[src/rtl/svo_tmds_pkg.sv]
// rtl/svo_tmds_pkg.sv - TMDS control tokens and receive alignment states
package svo_tmds_pkg;

   localparam logic [9:0] TOK_CTRL_00 = 10'h354;
   localparam logic [9:0] TOK_CTRL_01 = 10'h0AB;
   localparam logic [9:0] TOK_CTRL_10 = 10'h154;
   localparam logic [9:0] TOK_CTRL_11 = 10'h2AB;

   typedef enum logic [1:0] {
      ST_SEARCH    = 2'd0,
      ST_SLIP_WAIT = 2'd1,
      ST_LOCKED    = 2'd2
   } tmds_state_t;

endpackage

[src/rtl/svo_tmds_sym_dec.sv]
// rtl/svo_tmds_sym_dec.sv - combinational TMDS symbol decode and token classification
module svo_tmds_sym_dec
   import svo_tmds_pkg::*;
(
   input  logic [9:0] din,
   output logic [7:0] dout,
   output logic       is_token,
   output logic [1:0] ctrl
);

   logic [7:0] q;

   // din[9] marks an inverted payload, din[8] selects XOR vs XNOR chaining.
   always_comb begin
      q       = din[9] ? ~din[7:0] : din[7:0];
      dout    = '0;
      dout[0] = q[0];
      for (int i = 1; i < 8; i++) begin
         dout[i] = din[8] ? (q[i] ^ q[i-1]) : ~(q[i] ^ q[i-1]);
      end
   end

   always_comb begin
      is_token = 1'b1;
      ctrl     = 2'b00;
      case (din)
         TOK_CTRL_00: ctrl = 2'b00;
         TOK_CTRL_01: ctrl = 2'b01;
         TOK_CTRL_10: ctrl = 2'b10;
         TOK_CTRL_11: ctrl = 2'b11;
         default:     is_token = 1'b0;
      endcase
   end

endmodule

[src/rtl/svo_tmds_dec.sv]
// rtl/svo_tmds_dec.sv - TMDS channel decoder with bitslip-driven word alignment
module svo_tmds_dec
   import svo_tmds_pkg::*;
#(
   parameter int unsigned LOCK_TOKENS   = 8,
   parameter int unsigned SEARCH_WINDOW = 4096,
   parameter int unsigned SLIP_WAIT     = 16
) (
   input  logic       clk,
   input  logic       reset,
   input  logic [9:0] din,
   output logic [7:0] dout,
   output logic       de,
   output logic [1:0] ctrl,
   output logic       locked,
   output logic       bitslip
);

   localparam int RUN_W  = $clog2(LOCK_TOKENS) + 1;
   localparam int WIN_W  = $clog2(SEARCH_WINDOW) + 1;
   localparam int WAIT_W = $clog2(SLIP_WAIT) + 1;

   tmds_state_t       state_q, state_d;
   logic [RUN_W-1:0]  run_q, run_d, run_inc;
   logic [WIN_W-1:0]  win_q, win_d;
   logic [WAIT_W-1:0] wait_q, wait_d;
   logic [7:0]        dout_q, dout_d;
   logic              de_q, de_d;
   logic [1:0]        ctrl_q, ctrl_d;
   logic              bitslip_q, bitslip_d;

   logic [7:0] sym_dout;
   logic       sym_is_token;
   logic [1:0] sym_ctrl;
   logic       run_complete;
   logic       win_expired;

   svo_tmds_sym_dec u_sym_dec (
      .din      (din),
      .dout     (sym_dout),
      .is_token (sym_is_token),
      .ctrl     (sym_ctrl)
   );

   // Any token extends the run so sync edges inside blanking keep it going.
   assign run_inc      = (run_q == RUN_W'(LOCK_TOKENS)) ? run_q : run_q + RUN_W'(1);
   assign run_complete = (state_q != ST_SLIP_WAIT) && sym_is_token
                         && (run_inc == RUN_W'(LOCK_TOKENS));
   assign win_expired  = (win_q == WIN_W'(SEARCH_WINDOW - 1));

   always_ff @(posedge clk) begin
      if (reset) begin
         state_q   <= ST_SEARCH;
         run_q     <= '0;
         win_q     <= '0;
         wait_q    <= '0;
         dout_q    <= '0;
         de_q      <= 1'b0;
         ctrl_q    <= 2'b00;
         bitslip_q <= 1'b0;
      end else begin
         state_q   <= state_d;
         run_q     <= run_d;
         win_q     <= win_d;
         wait_q    <= wait_d;
         dout_q    <= dout_d;
         de_q      <= de_d;
         ctrl_q    <= ctrl_d;
         bitslip_q <= bitslip_d;
      end
   end

   always_comb begin
      state_d = state_q;
      win_d   = win_q;
      wait_d  = wait_q;
      run_d   = sym_is_token ? run_inc : '0;
      case (state_q)
         ST_SEARCH: begin
            if (run_complete) begin
               state_d = ST_LOCKED;
               win_d   = '0;
            end else if (win_expired) begin
               state_d = ST_SLIP_WAIT;
               win_d   = '0;
               wait_d  = '0;
               run_d   = '0;
            end else begin
               win_d = win_q + WIN_W'(1);
            end
         end
         ST_SLIP_WAIT: begin
            run_d = '0;
            if (wait_q == WAIT_W'(SLIP_WAIT - 1)) begin
               state_d = ST_SEARCH;
               win_d   = '0;
               wait_d  = '0;
            end else begin
               wait_d = wait_q + WAIT_W'(1);
            end
         end
         ST_LOCKED: begin
            if (run_complete) begin
               win_d = '0;
            end else if (win_expired) begin
               state_d = ST_SEARCH;
               win_d   = '0;
               run_d   = '0;
            end else begin
               win_d = win_q + WIN_W'(1);
            end
         end
         default: begin
            state_d = ST_SEARCH;
            win_d   = '0;
            run_d   = '0;
         end
      endcase
   end

   // Gating uses the next state so the locking token already reports its ctrl code.
   always_comb begin
      bitslip_d = (state_q == ST_SEARCH) && !run_complete && win_expired;
      de_d      = (state_d == ST_LOCKED) && !sym_is_token;
      ctrl_d    = ((state_d == ST_LOCKED) && sym_is_token) ? sym_ctrl : 2'b00;
      dout_d    = ((state_q != ST_SLIP_WAIT) && !sym_is_token) ? sym_dout : dout_q;
   end

   assign dout    = dout_q;
   assign de      = de_q;
   assign ctrl    = ctrl_q;
   assign locked  = (state_q == ST_LOCKED);
   assign bitslip = bitslip_q;

endmodule

[config.mk]
export PLATFORM = sky130hd
export DESIGN_NAME = svo_tmds_dec
export DESIGN_NICKNAME = d
export VERILOG_FILES = /design/src/rtl/svo_tmds_pkg.sv /design/src/rtl/svo_tmds_sym_dec.sv /design/src/rtl/svo_tmds_dec.sv
export SDC_FILE = /design/constraint.sdc
export NUM_CORES = 1
export LEC_CHECK = 0
export BUFFER_PORTS_ARGS = -buffer_cell sky130_fd_sc_hd__buf_2
export CAP_MARGIN = 0
export CORE_MARGIN = 2
export CORE_UTILIZATION = 61
export DETAILED_ROUTE_END_ITERATION = 10
export PLACE_DENSITY = 0.84
export SETUP_SLACK_MARGIN = 0.4
export SYNTH_ARGS = -nofsm -noshare
export SYNTH_HDL_FRONTEND = slang
export SYNTH_SLANG_ARGS = --single-unit
export TNS_END_PERCENT = 30
[constraint.sdc]
create_clock -name clk -period 4.57 [get_ports clk]
set_input_delay 0.2285 -clock clk [delete_from_list [all_inputs] [get_ports clk]]
set_output_delay 0.2285 -clock clk [all_outputs]
set_load 0.03 [all_outputs]
==> impl_metrics.tcl, run 1 <==
set metrics [dict create \
    die-area_um2 3440 \
    clock.fmax_ghz 0.4014 \
    utilization_pct 71.45 \
    grt_overflow 0 \
    hp-class "in2reg" \
    start_util_pct 64.94 \
    powerDensity_nw_per_um2 286.1 \
    clk_latency_ns 0.35 \
    ys_types 46 \
    p_sw_share_pct 26.28 \
    gp_congestion 0.8339 \
    required_ns 4.80 \
    nNetsFinal 245 \
    critPathKind "reg2reg" \
    synth-edff-count 0 \
    synth_ff_type "dfxtp_1" \
    grt_pass1_vias 1448 \
    cts_buffers 5 \
    setup_ws_ns 2.079 \
    postCtsSetupBuffers 0 \
    cap_violations 0 \
    cts_max_level 2 \
    area_delta_synth_final_pct 10.03 \
    drt_first_iter_violations 97 \
    vias_per_cell 5.966 \
    cp_max_fo 11 \
    violations "design-rule violations" \
    final_area_um2 2004 \
    synth_seq_cells 36 \
    finClkSkew_ns 0.01134 \
    power.share.clock_pct 31.0 \
    drt_wl_total_um 3743 \
    ant_nets 0 \
    leakage_uw 0.0007921 \
    slew_violations 0 \
    path_clk_slew_ns 0.10 \
    grt_max_degree 23 \
    slowest_stage "a2111oi_4" \
    slew_headroom_pct 57.25 \
    wl_met1_um 1674 \
    drc 1 \
    rows 19 \
    fin_setup_tns_ns 0 \
    path_buf_inv 1 \
    min_period_ns 2.491 \
    grt_usage_pct 24.06 \
    antenna_found_initial 0 \
    portBuffers 24 \
    rsz0062_at_grt "no" \
    hold_viol_final 0 \
    synthTopCellsByCount "36 x dfxtp_1, 33 x nor2_1, 19 x xnor2_1" \
    cts_tree "yes" \
    reg2reg_depth 7 \
    synth_top_area_cell "dfxtp_1" \
    drt-pass1-iter-count 7 \
    grt_pass1_wl_um 6292 \
    max_stage_delay_ns 0.66 \
    synth_seq_area_share_pct 39.56 \
    tightest_slew_ns 0.6413 \
    top_layer_used "met4" \
    yosysMostFrequentCell "dfxtp_1" \
    postCtsHoldBufs 0 \
    postSynthAreaPerCell_um2 8.843 \
    antennaDiodeCount 0 \
    whs_path_depth 3 \
    critical_path_cell_count 7 \
    cts_root_buf "clkbuf_4" \
    hold_slack_ns 0.1660 \
    syn-num-nets 222 \
    clock-sinks 36 \
    intPower_uw 422.8 \
    critPathTopFamily "compound AO/OA/AOI/OAI gates" \
    synth_top_cells_by_area "dfxtp_1 40%, xnor2_1 9.1%, nor2_1 6.8%, a211oi_1 4.1%, a21oi_1 2.7%" \
    cp_cell_sequence "inv_1, ha_1, nor4bb_1, a211oi_1, a2111oi_4, o32a_1, nor2_1" \
    finalSetupViolations 0 \
    post_drt_wl_per_cell_um 14.34 \
    seq_power_share_pct 57.4 \
    die_x_um 58.65 \
    share_comb_of_total_power_pct 11.6 \
    ir_drop_v 0.0002021 \
    synth_area_um2 1822 \
    r2r_slack_ns 2.08 \
    syn_inst 206 \
    cp-end-kind "flop" \
    dr_wl_met3_um 134 \
    clock_path_buffers 2 \
    num_vias 1557 \
    place_ws_ns 1.796 \
    postPlaceCellArea_um2 1943 \
    die_y_um 58.65 \
    core_area_um2 2805 \
    drive_gt1_share_pct 17.39 \
    top_level_ports 25 \
    status "finished, violations left" \
    met2_length_um 1847 \
    arrival_ns 2.72 \
    finalCritPeriodShare_pct 54.51 \
    place_hpwl_um 2666 \
    async_reset_ff_share_pct 0 \
    cp-start-kind "flop" \
    cts_resized 0 \
    yosysWarnings 0 \
    p_switching_uw 150.7 \
    synth_top_cell_area_share_pct 39.56 \
]
[cell families after synthesis]
logic type / Yosys count / synth area share, %
adder cells (fa/ha/maj): 4 / 2.747
AND/OR/NAND/NOR: 89 / 26.72
AO/OA/AOI/OAI: 38 / 15.52
flip-flops: 36 / 39.56
XOR/XNOR: 22 / 10.58
buffers and inverters: 15 / 3.709
multiplexers: 2 / 1.168
[routing by layer]
metal / vias to the layer above / GRT usage, %
met2: 28 / 39.00
met3: 8 / 6.593
li1: 784 / -
met5: - / 0
met4: 0 / 13.64
met1: 737 / 28.71
[metrics by stage]
stage	std cells	total power (uW)
5_1_grt	261	600.3
4_1_cts	261	579.5
2_1_floorplan	206	381.4
3_5_place_dp	253	402.8
3_3_place_gp	253	399.0
6_report	261	573.5
[power groups by stage]
stage               sequential [uW]  combinational (uW)  clock [uW]
detailed placement              336                66.6           0
CTS                             329                66.8         184
finish                          329                66.6         178
floorplan                       351                30.3           0
global route                    330                71.9         198
global placement                336                63.1           0
[layout make-up]
type,count,area [um2]
Timing Repair Buffer,25,127.6
Fill cell,247,800.8
Sequential cell,36,720.7
Multi-Input combinational cell,155,1033
Clock inverter,2,10.01
Tap cell,31,38.79
Inverter,6,22.52
Clock buffer,6,51.30
[worst min-delay path, cell delays in order]
cell     delay (ns)
buf_2          0.11
a21oi_1        0.07
nor2_1         0.07
[flip-flops by register name, summed over array words and instances, names as in the netlist]
| signal | flops |
|---|---|
| state_q | 2 |
| win_q | 13 |
| wait_q | 5 |
| bitslip | 1 |
| ctrl | 2 |
| run_q | 4 |
| dout | 8 |
| de | 1 |
[layout by cell type, fill, tap and decap left out, drive strengths merged, types with 2 or more instances in the layout]
cell	count
or4	3
dfxtp	36
nor3b	4
clkinv	2
and3	2
nand2b	4
a211oi	10
o21ai	4
nor2	33
xnor2	19
nor2b	4
nand4	3
clkbuf	6
inv	6
ha	4
a31oi	3
a21oi	10
or4b	4
nor4b	2
nand2	11
buf	25
a22oi	2
and2	2
and4b	2
nand3	5
nor3	4
xor2	3
[worst paths after layout]
check	from	endpoint
setup / recovery	run_q[0]$_SDFF_PP0_	win_q[11]$_SDFFE_PP0P_
hold / removal	din[9]	ctrl[1]$_SDFF_PP0_
setup reg to reg	run_q[0]$_SDFF_PP0_	win_q[11]$_SDFFE_PP0P_
hold reg to reg	win_q[12]$_SDFFE_PP0P_	win_q[12]$_SDFFE_PP0P_
Note: power is estimated with default switching activity, not from simulation.
==> run 2: changes to the inputs <==
--- a/config.mk
+++ b/config.mk
@@ -5,12 +5,13 @@
 export SDC_FILE = /design/constraint.sdc
 export NUM_CORES = 1
 export LEC_CHECK = 0
+export ABC_AREA = 1
 export BUFFER_PORTS_ARGS = -buffer_cell sky130_fd_sc_hd__buf_2
 export CAP_MARGIN = 0
 export CORE_MARGIN = 2
-export CORE_UTILIZATION = 61
+export CORE_UTILIZATION = 57
 export DETAILED_ROUTE_END_ITERATION = 10
-export PLACE_DENSITY = 0.84
+export PLACE_DENSITY = 0.79
 export SETUP_SLACK_MARGIN = 0.4
 export SYNTH_ARGS = -nofsm -noshare
 export SYNTH_HDL_FRONTEND = slang
==> constraint.sdc (replaced) <==
create_clock -name clk -period 2.5 [get_ports clk]
set_input_delay 0.125 -clock clk [delete_from_list [all_inputs] [get_ports clk]]
set_output_delay 0.125 -clock clk [all_outputs]
set_load 0.03 [all_outputs]
==> run 2 against run 1 <==
  * The run now ends clean
  * Critical endpoint is now win_q[3]$_SDFFE_PP0P_
  * Power up 95%
  * Fmax up 40%
  * Flip-flop and latch count unchanged
  * Sequential power up 82%
  * Clock power up 130%
  * Non-clock buffer count down 1
  * Largest power group unchanged
  * Highest routed layer unchanged
  * Synthesized cell count up 32%
==> impl_metrics.tcl, run 2 <==
set metrics [dict create \
    tightest_slew_ns 0.4454 \
    clock-sinks 36 \
    grt_pass1_vias 1559 \
    slowest_stage "dfxtp_1" \
    core_area_um2 3363 \
    synth_ff_type "dfxtp_1" \
    finalCritPeriodShare_pct 71.08 \
    cts_resized 0 \
    layout_common_cells "46 x nand2_1, 36 x dfxtp_1, 34 x nor2_1, 30 x inv_1, 24 x buf_2" \
    drt-pass1-iter-count 4 \
    slew_headroom_pct 70.03 \
    cts_buffers 5 \
    synthTopCellsByCount "46 x nand2_1, 36 x dfxtp_1, 34 x nor2_1" \
    synth_seq_area_share_pct 35.78 \
    antennaDiodeCount 0 \
    start_util_pct 59.90 \
    num_vias 1735 \
    postCtsSetupBuffers 0 \
    fillers 312 \
    ant_nets 0 \
    area_delta_synth_final_pct 10.75 \
    slew_violations 0 \
    required_ns 2.74 \
    finClkSkew_ns 0.003840 \
    synth_area_um2 2014 \
    nNetsFinal 313 \
    antenna_found_initial 0 \
    die_x_um 63.45 \
    yosysMostFrequentCell "nand2_1" \
    fin_setup_tns_ns 0 \
    synth_seq_cells 36 \
    rows 21 \
    synth_top_cells_by_area "dfxtp_1 36%, nand2_1 8.6%, nor2_1 6.3%, inv_1 5.6%, xor2_1 4.8%" \
    rr_startpoint "run_q[0]$_SDFF_PP0_" \
    place_hpwl_um 2915 \
    clock_path_buffers 2 \
    final_area_um2 2231 \
    cp-start-kind "flop" \
    drive_gt1_share_pct 25.84 \
    status "complete, no violations" \
    largest_register "win_q" \
    postCtsHoldBufs 0 \
    grt_max_degree 15 \
    syn_inst 271 \
    die-area_um2 4026 \
    cts_max_level 2 \
    cp_cell_sequence "inv_1, ha_1, nor2_1, nand2_1, nor2_2, nand3_4, nand2_2, nand2_4, nand2_2, nor2_1" \
    path_buf_inv 1 \
    async_reset_ff_share_pct 0 \
    rsz0062_at_grt "no" \
    ir_drop_v 0.0004410 \
    hp-class "in2reg" \
    drt_first_iter_violations 86 \
    die_y_um 63.45 \
    drt_wl_total_um 3799 \
    clock.fmax_ghz 0.5627 \
    leakage_uw 0.001010 \
    yosysWarnings 0 \
    synth-edff-count 0 \
    grt_overflow 0 \
    critPathKind "reg2reg" \
    cp-startpoint "run_q[0]$_SDFF_PP0_" \
    largest_reg_flops 13 \
    hold_start "din[9]" \
    arrival_ns 2.01 \
    cp_max_fo 6 \
    portBuffers 24 \
    gp_congestion 0.8259 \
    final_common_cell "nand2_1" \
    powerDensity_nw_per_um2 502.5 \
    syn-num-nets 287 \
    synth_top_area_cell "dfxtp_1" \
    cts_root_buf "clkbuf_4" \
    top_level_ports 25 \
    grt_pass1_wl_um 6527 \
    critPathTopFamily "simple AND/OR/NAND/NOR gates" \
    min_period_ns 1.777 \
    ys_types 33 \
    finalSetupViolations 0 \
    cts_tree "yes" \
    cp-end-kind "flop" \
    postPlaceCellArea_um2 2151 \
    clk_latency_ns 0.34 \
    post_drt_wl_per_cell_um 11.04 \
    hold_slack_ns 0.08904 \
    synth_top_cell_area_share_pct 35.78 \
    path_clk_slew_ns 0.11 \
    drc 0 \
    utilization_pct 66.33 \
    postSynthAreaPerCell_um2 7.433 \
    max_stage_delay_ns 0.42 \
    grt_usage_pct 20.35 \
    vias_per_cell 5.044 \
    hold_viol_final 0 \
    cap_violations 0 \
]
run 2: worst reg2reg max path: cells and delay by family (launching register included):
| family | cells | cell delay, ns |
|---|---|---|
| fa+ha+maj | 1 | 0.33 |
| buf+inv | 1 | 0.11 |
| flops | 1 | 0.42 |
| simple gates | 8 | 0.81 |
run 2: final timing paths:
path	end	slack, ns	depth (start not counted)
worst max-delay path	win_q[3]$_SDFFE_PP0P_	0.72	10
worst min-delay path	ctrl[1]$_SDFF_PP0_	0.09	4
worst max register to register	win_q[3]$_SDFFE_PP0P_	0.72	10
worst min register to register	win_q[12]$_SDFFE_PP0P_	0.47	2
run 2: cell type report:
type	instances	area, um2	area share (%)
timing repair buffer	24	120.1	5.384
tap	46	57.56	2.580
sequential	36	720.7	32.31
clock buffer	5	37.54	1.683
inverter	39	146.4	6.562
multi-input combinational	191	1106	49.58
clock inverter	3	42.54	1.907
run 2: cell families (layout without fill, tap and decap cells):
group / count (synthesis) / count (layout) / share of synthesized area, %
AO/OA/AOI/OAI: 31 / 31 / 7.888
XOR/XNOR: 15 / 15 / 6.895
adder cells (fa/ha/maj): 4 / 4 / 2.485
buffers and inverters: 44 / 71 / 9.317
flip-flops: 36 / 36 / 35.78
multiplexers: 1 / 1 / 0.4969
AND/OR/NAND/NOR: 140 / 140 / 37.14
run 2: report_power, final:
group          total, uW  switching [uW]  internal, uW
Clock                404             195           208
Sequential           600            9.64           591
Combinational        117            76.0          41.0
Total               1120             281           840
run 2: stage by stage:
stage,std cells,worst slack [ns],power (uW)
global route,344,0.5312,1170
detailed placement,336,0.7384,730.6
global placement,336,0.7909,729.0
floorplan,271,0.8921,695.5
finish,344,0.7230,1121
CTS,344,0.7218,1136
run 2: layer usage:
layer / up-vias / wire length, um / track usage, %
met2: 31 / 1832 / 33.03
met3: 7 / 146 / 5.357
met5: - / 0 / 0
met1: 787 / 1769 / 26.13
li1: 910 / - / -
met4: 0 / 51 / 7.065
==> run 3: changes to the inputs <==
--- a/config.mk
+++ b/config.mk
@@ -9,9 +9,9 @@
 export BUFFER_PORTS_ARGS = -buffer_cell sky130_fd_sc_hd__buf_2
 export CAP_MARGIN = 0
 export CORE_MARGIN = 2
-export CORE_UTILIZATION = 57
+export CORE_UTILIZATION = 52
 export DETAILED_ROUTE_END_ITERATION = 10
-export PLACE_DENSITY = 0.79
+export PLACE_DENSITY = 0.76
 export SETUP_SLACK_MARGIN = 0.4
 export SYNTH_ARGS = -nofsm -noshare
 export SYNTH_HDL_FRONTEND = slang
==> constraint.sdc (replaced) <==
create_clock -name clk -period 1.55 [get_ports clk]
set_input_delay 0.0775 -clock clk [delete_from_list [all_inputs] [get_ports clk]]
set_output_delay 0.0775 -clock clk [all_outputs]
set_load 0.03 [all_outputs]
==> run 3 against run 2 <==
  * First-iteration DRC count fell by 16%
  * Register-to-register slack got worse by 0.67 ns
  * Clock skew rose by 0.0050 ns
  * Fmax rose by 19%
  * Largest power group unchanged
  * Critical endpoint is now win_q[2]$_SDFFE_PP0P_
  * Non-clock buffer count rose by 27
  * Sequential share of layout area fell by 4.3 points
  * Die area rose by 9.0%
==> impl_metrics.tcl, run 3 (synthesized netlist as in run 2, its figures left out) <==
set metrics [dict create \
    status "complete, no violations" \
    ir_drop_v 0.0005032 \
    cts_buffers 5 \
    reg2reg_depth 10 \
    clock-sinks 36 \
    intPower_uw 1392 \
    powerDensity_nw_per_um2 712.6 \
    drc 0 \
    leakage_uw 0.001166 \
    grt_overflow 0 \
    post_drt_wl_per_cell_um 12.56 \
    grt_pass1_vias 1853 \
    grt_pass1_wl_um 7935 \
    grt_usage_pct 23.39 \
    critPathKind "reg2reg" \
    share_comb_of_total_power_pct 11.3 \
    portBuffers 24 \
    cp-startpoint "run_q[1]$_SDFF_PP0_" \
    r2r_slack_ns 0.05 \
    path_clk_slew_ns 0.07 \
    clk_latency_ns 0.29 \
    drt_wl_total_um 4699 \
    slew_violations 0 \
    cp-end-kind "flop" \
    ff_latch_area_um2 735.7 \
    cts_root_buf "clkbuf_8" \
    rr_startpoint "run_q[1]$_SDFF_PP0_" \
    cts_max_level 2 \
    area_delta_synth_final_pct 30.50 \
    cp_max_fo 6 \
    drt_first_iter_violations 72 \
    grt_max_degree 15 \
    finalCritPeriodShare_pct 96.58 \
    path_buf_inv 1 \
    grt_util_met3_pct 4.259 \
    drt-pass1-iter-count 4 \
    multi_input_area_um2 1259 \
    drive_gt1_share_pct 39.88 \
    hold_start "din[9]" \
    rows 22 \
    max_stage_delay_ns 0.38 \
    top_level_ports 25 \
    antennaDiodeCount 0 \
    arrival_ns 1.68 \
    path_common_cell "nand2_4" \
    gr-usage-met2_pct 42.00 \
    slowest_stage "dfxtp_4" \
    fillers 303 \
    top_usage_layer "met2" \
    antenna_found_initial 0 \
    cp_cell_sequence "inv_4, ha_4, nor2_4, nand2_4, nor2_4, nand3_4, nand2_4, nand2_4, nand2_4, nor2_1" \
    hp-class "in2reg" \
    die_x_um 66.24 \
    required_ns 1.73 \
    met1_usage_pct 27.77 \
    start_util_pct 54.61 \
    worstHoldEndpoint "ctrl[1]$_SDFF_PP0_" \
    finClkSkew_ns 0.008815 \
    rsz0062_at_grt "yes" \
    min_period_ns 1.497 \
    p_switching_uw 481.1 \
    die-area_um2 4388 \
    tightest_slew_ns 0.5207 \
    utilization_pct 71.27 \
    num_vias 1887 \
    layout_common_cells "41 x nand2_1, 31 x nor2_1, 28 x dfxtp_1, 26 x inv_1, 25 x buf_4" \
    place_hpwl_um 3143 \
    cp-start-kind "flop" \
    vias_per_cell 5.045 \
    power.share.clock_pct 37.0 \
    ant_nets 0 \
    whs_path_depth 4 \
    p_sw_share_pct 25.69 \
    clock.fmax_ghz 0.6680 \
    seq_power_share_pct 51.7 \
    die_y_um 66.24 \
    finalSetupViolations 0 \
    clock_path_buffers 2 \
    nNetsFinal 341 \
    largest_register "win_q" \
    critPathTopFamily "simple AND/OR/NAND/NOR gates" \
    core_area_um2 3689 \
    largest_reg_flops 13 \
    gp_congestion 0.8486 \
    cap_violations 0 \
    final_common_cell "nand2_1" \
    cts_tree "yes" \
    slew_headroom_pct 65.25 \
    fin_setup_tns_ns 0 \
    hold_viol_final 0 \
    reg2reg_to "win_q[2]$_SDFFE_PP0P_" \
]
## run 3: changes by cell type in the layout (fill, tap and decap cells not counted), moves of 4 or more
cell,delta
ha_1,-4
inv_1,-4
dfxtp_2,+6
clkbuf_4,-5
nand2_4,+4
nor2_4,+5
nand2_1,-5
dfxtp_1,-8
clkbuf_8,+6
buf_4,+25
## run 3: how the worst max path moves through the flow
stage               cells past startpoint  slack [ns]                      to
global placement                        8        0.03  win_q[11]$_SDFFE_PP0P_
detailed placement                     10       0.003  win_q[11]$_SDFFE_PP0P_
floorplan                              10        0.11  win_q[11]$_SDFFE_PP0P_
finish                                 10        0.05   win_q[2]$_SDFFE_PP0P_
global route                           11       -0.02   win_q[6]$_SDFFE_PP0P_
CTS                                    11        0.08   win_q[9]$_SDFFE_PP0P_
## run 3: power groups by stage
stage	sequential (uW)	combinational, uW	clock [uW]
floorplan	1030	94.4	0
CTS	969	208	693
detailed placement	988	199	0
global placement	988	195	0
finish	968	211	694
global route	971	230	757
## run 3: repair_timing
action,in CTS,in global routing
cloned,0,1
setup endpoints to repair,36,37
resized for setup,24,17
hold buffers,0,0
pin swaps,17,14
buffers inserted,13,2
## run 3: final cells by class
cell class	instances	share of cell area (%)
multi-input cells	192	47.88
flip-flops and latches	36	27.99
repair buffers	51	12.57
inverters	39	5.854
clock buffers	8	3.427
well taps	48	2.285
## run 3: worst register-to-register path, delay by kind of cell (launching register included)
| family | cells | cell delay, ns |
|---|---|---|
| simple gates | 8 | 0.73 |
| flops | 1 | 0.38 |
| fa+ha+maj | 1 | 0.24 |
| buf+inv | 1 | 0.04 |
## run 3: layer usage
| metal | vias to the layer above | share of wire [%] |
|---|---|---|
| li1 | 974 | - |
| met1 | 871 | 41 |
| met2 | 33 | 53 |
| met3 | 9 | 3.7 |
| met4 | 0 | 1.9 |
| met5 | - | 0 |
## run 3: metrics by stage
stage | total power, uW | area (um2) | std cells | worst slack (ns) | hold slack [ns]
floorplan | 1123 | 2047 | 271 | 0.1135 | 0.2523
global placement | 1183 | 2276 | 350 | 0.03486 | 0.3883
detailed placement | 1187 | 2276 | 350 | 0.002612 | 0.3909
CTS | 1870 | 2551 | 371 | 0.08495 | 0.09308
global route | 1959 | 2629 | 374 | -0.02404 | 0.1165
finish | 1873 | 2629 | 374 | 0.05303 | 0.08923
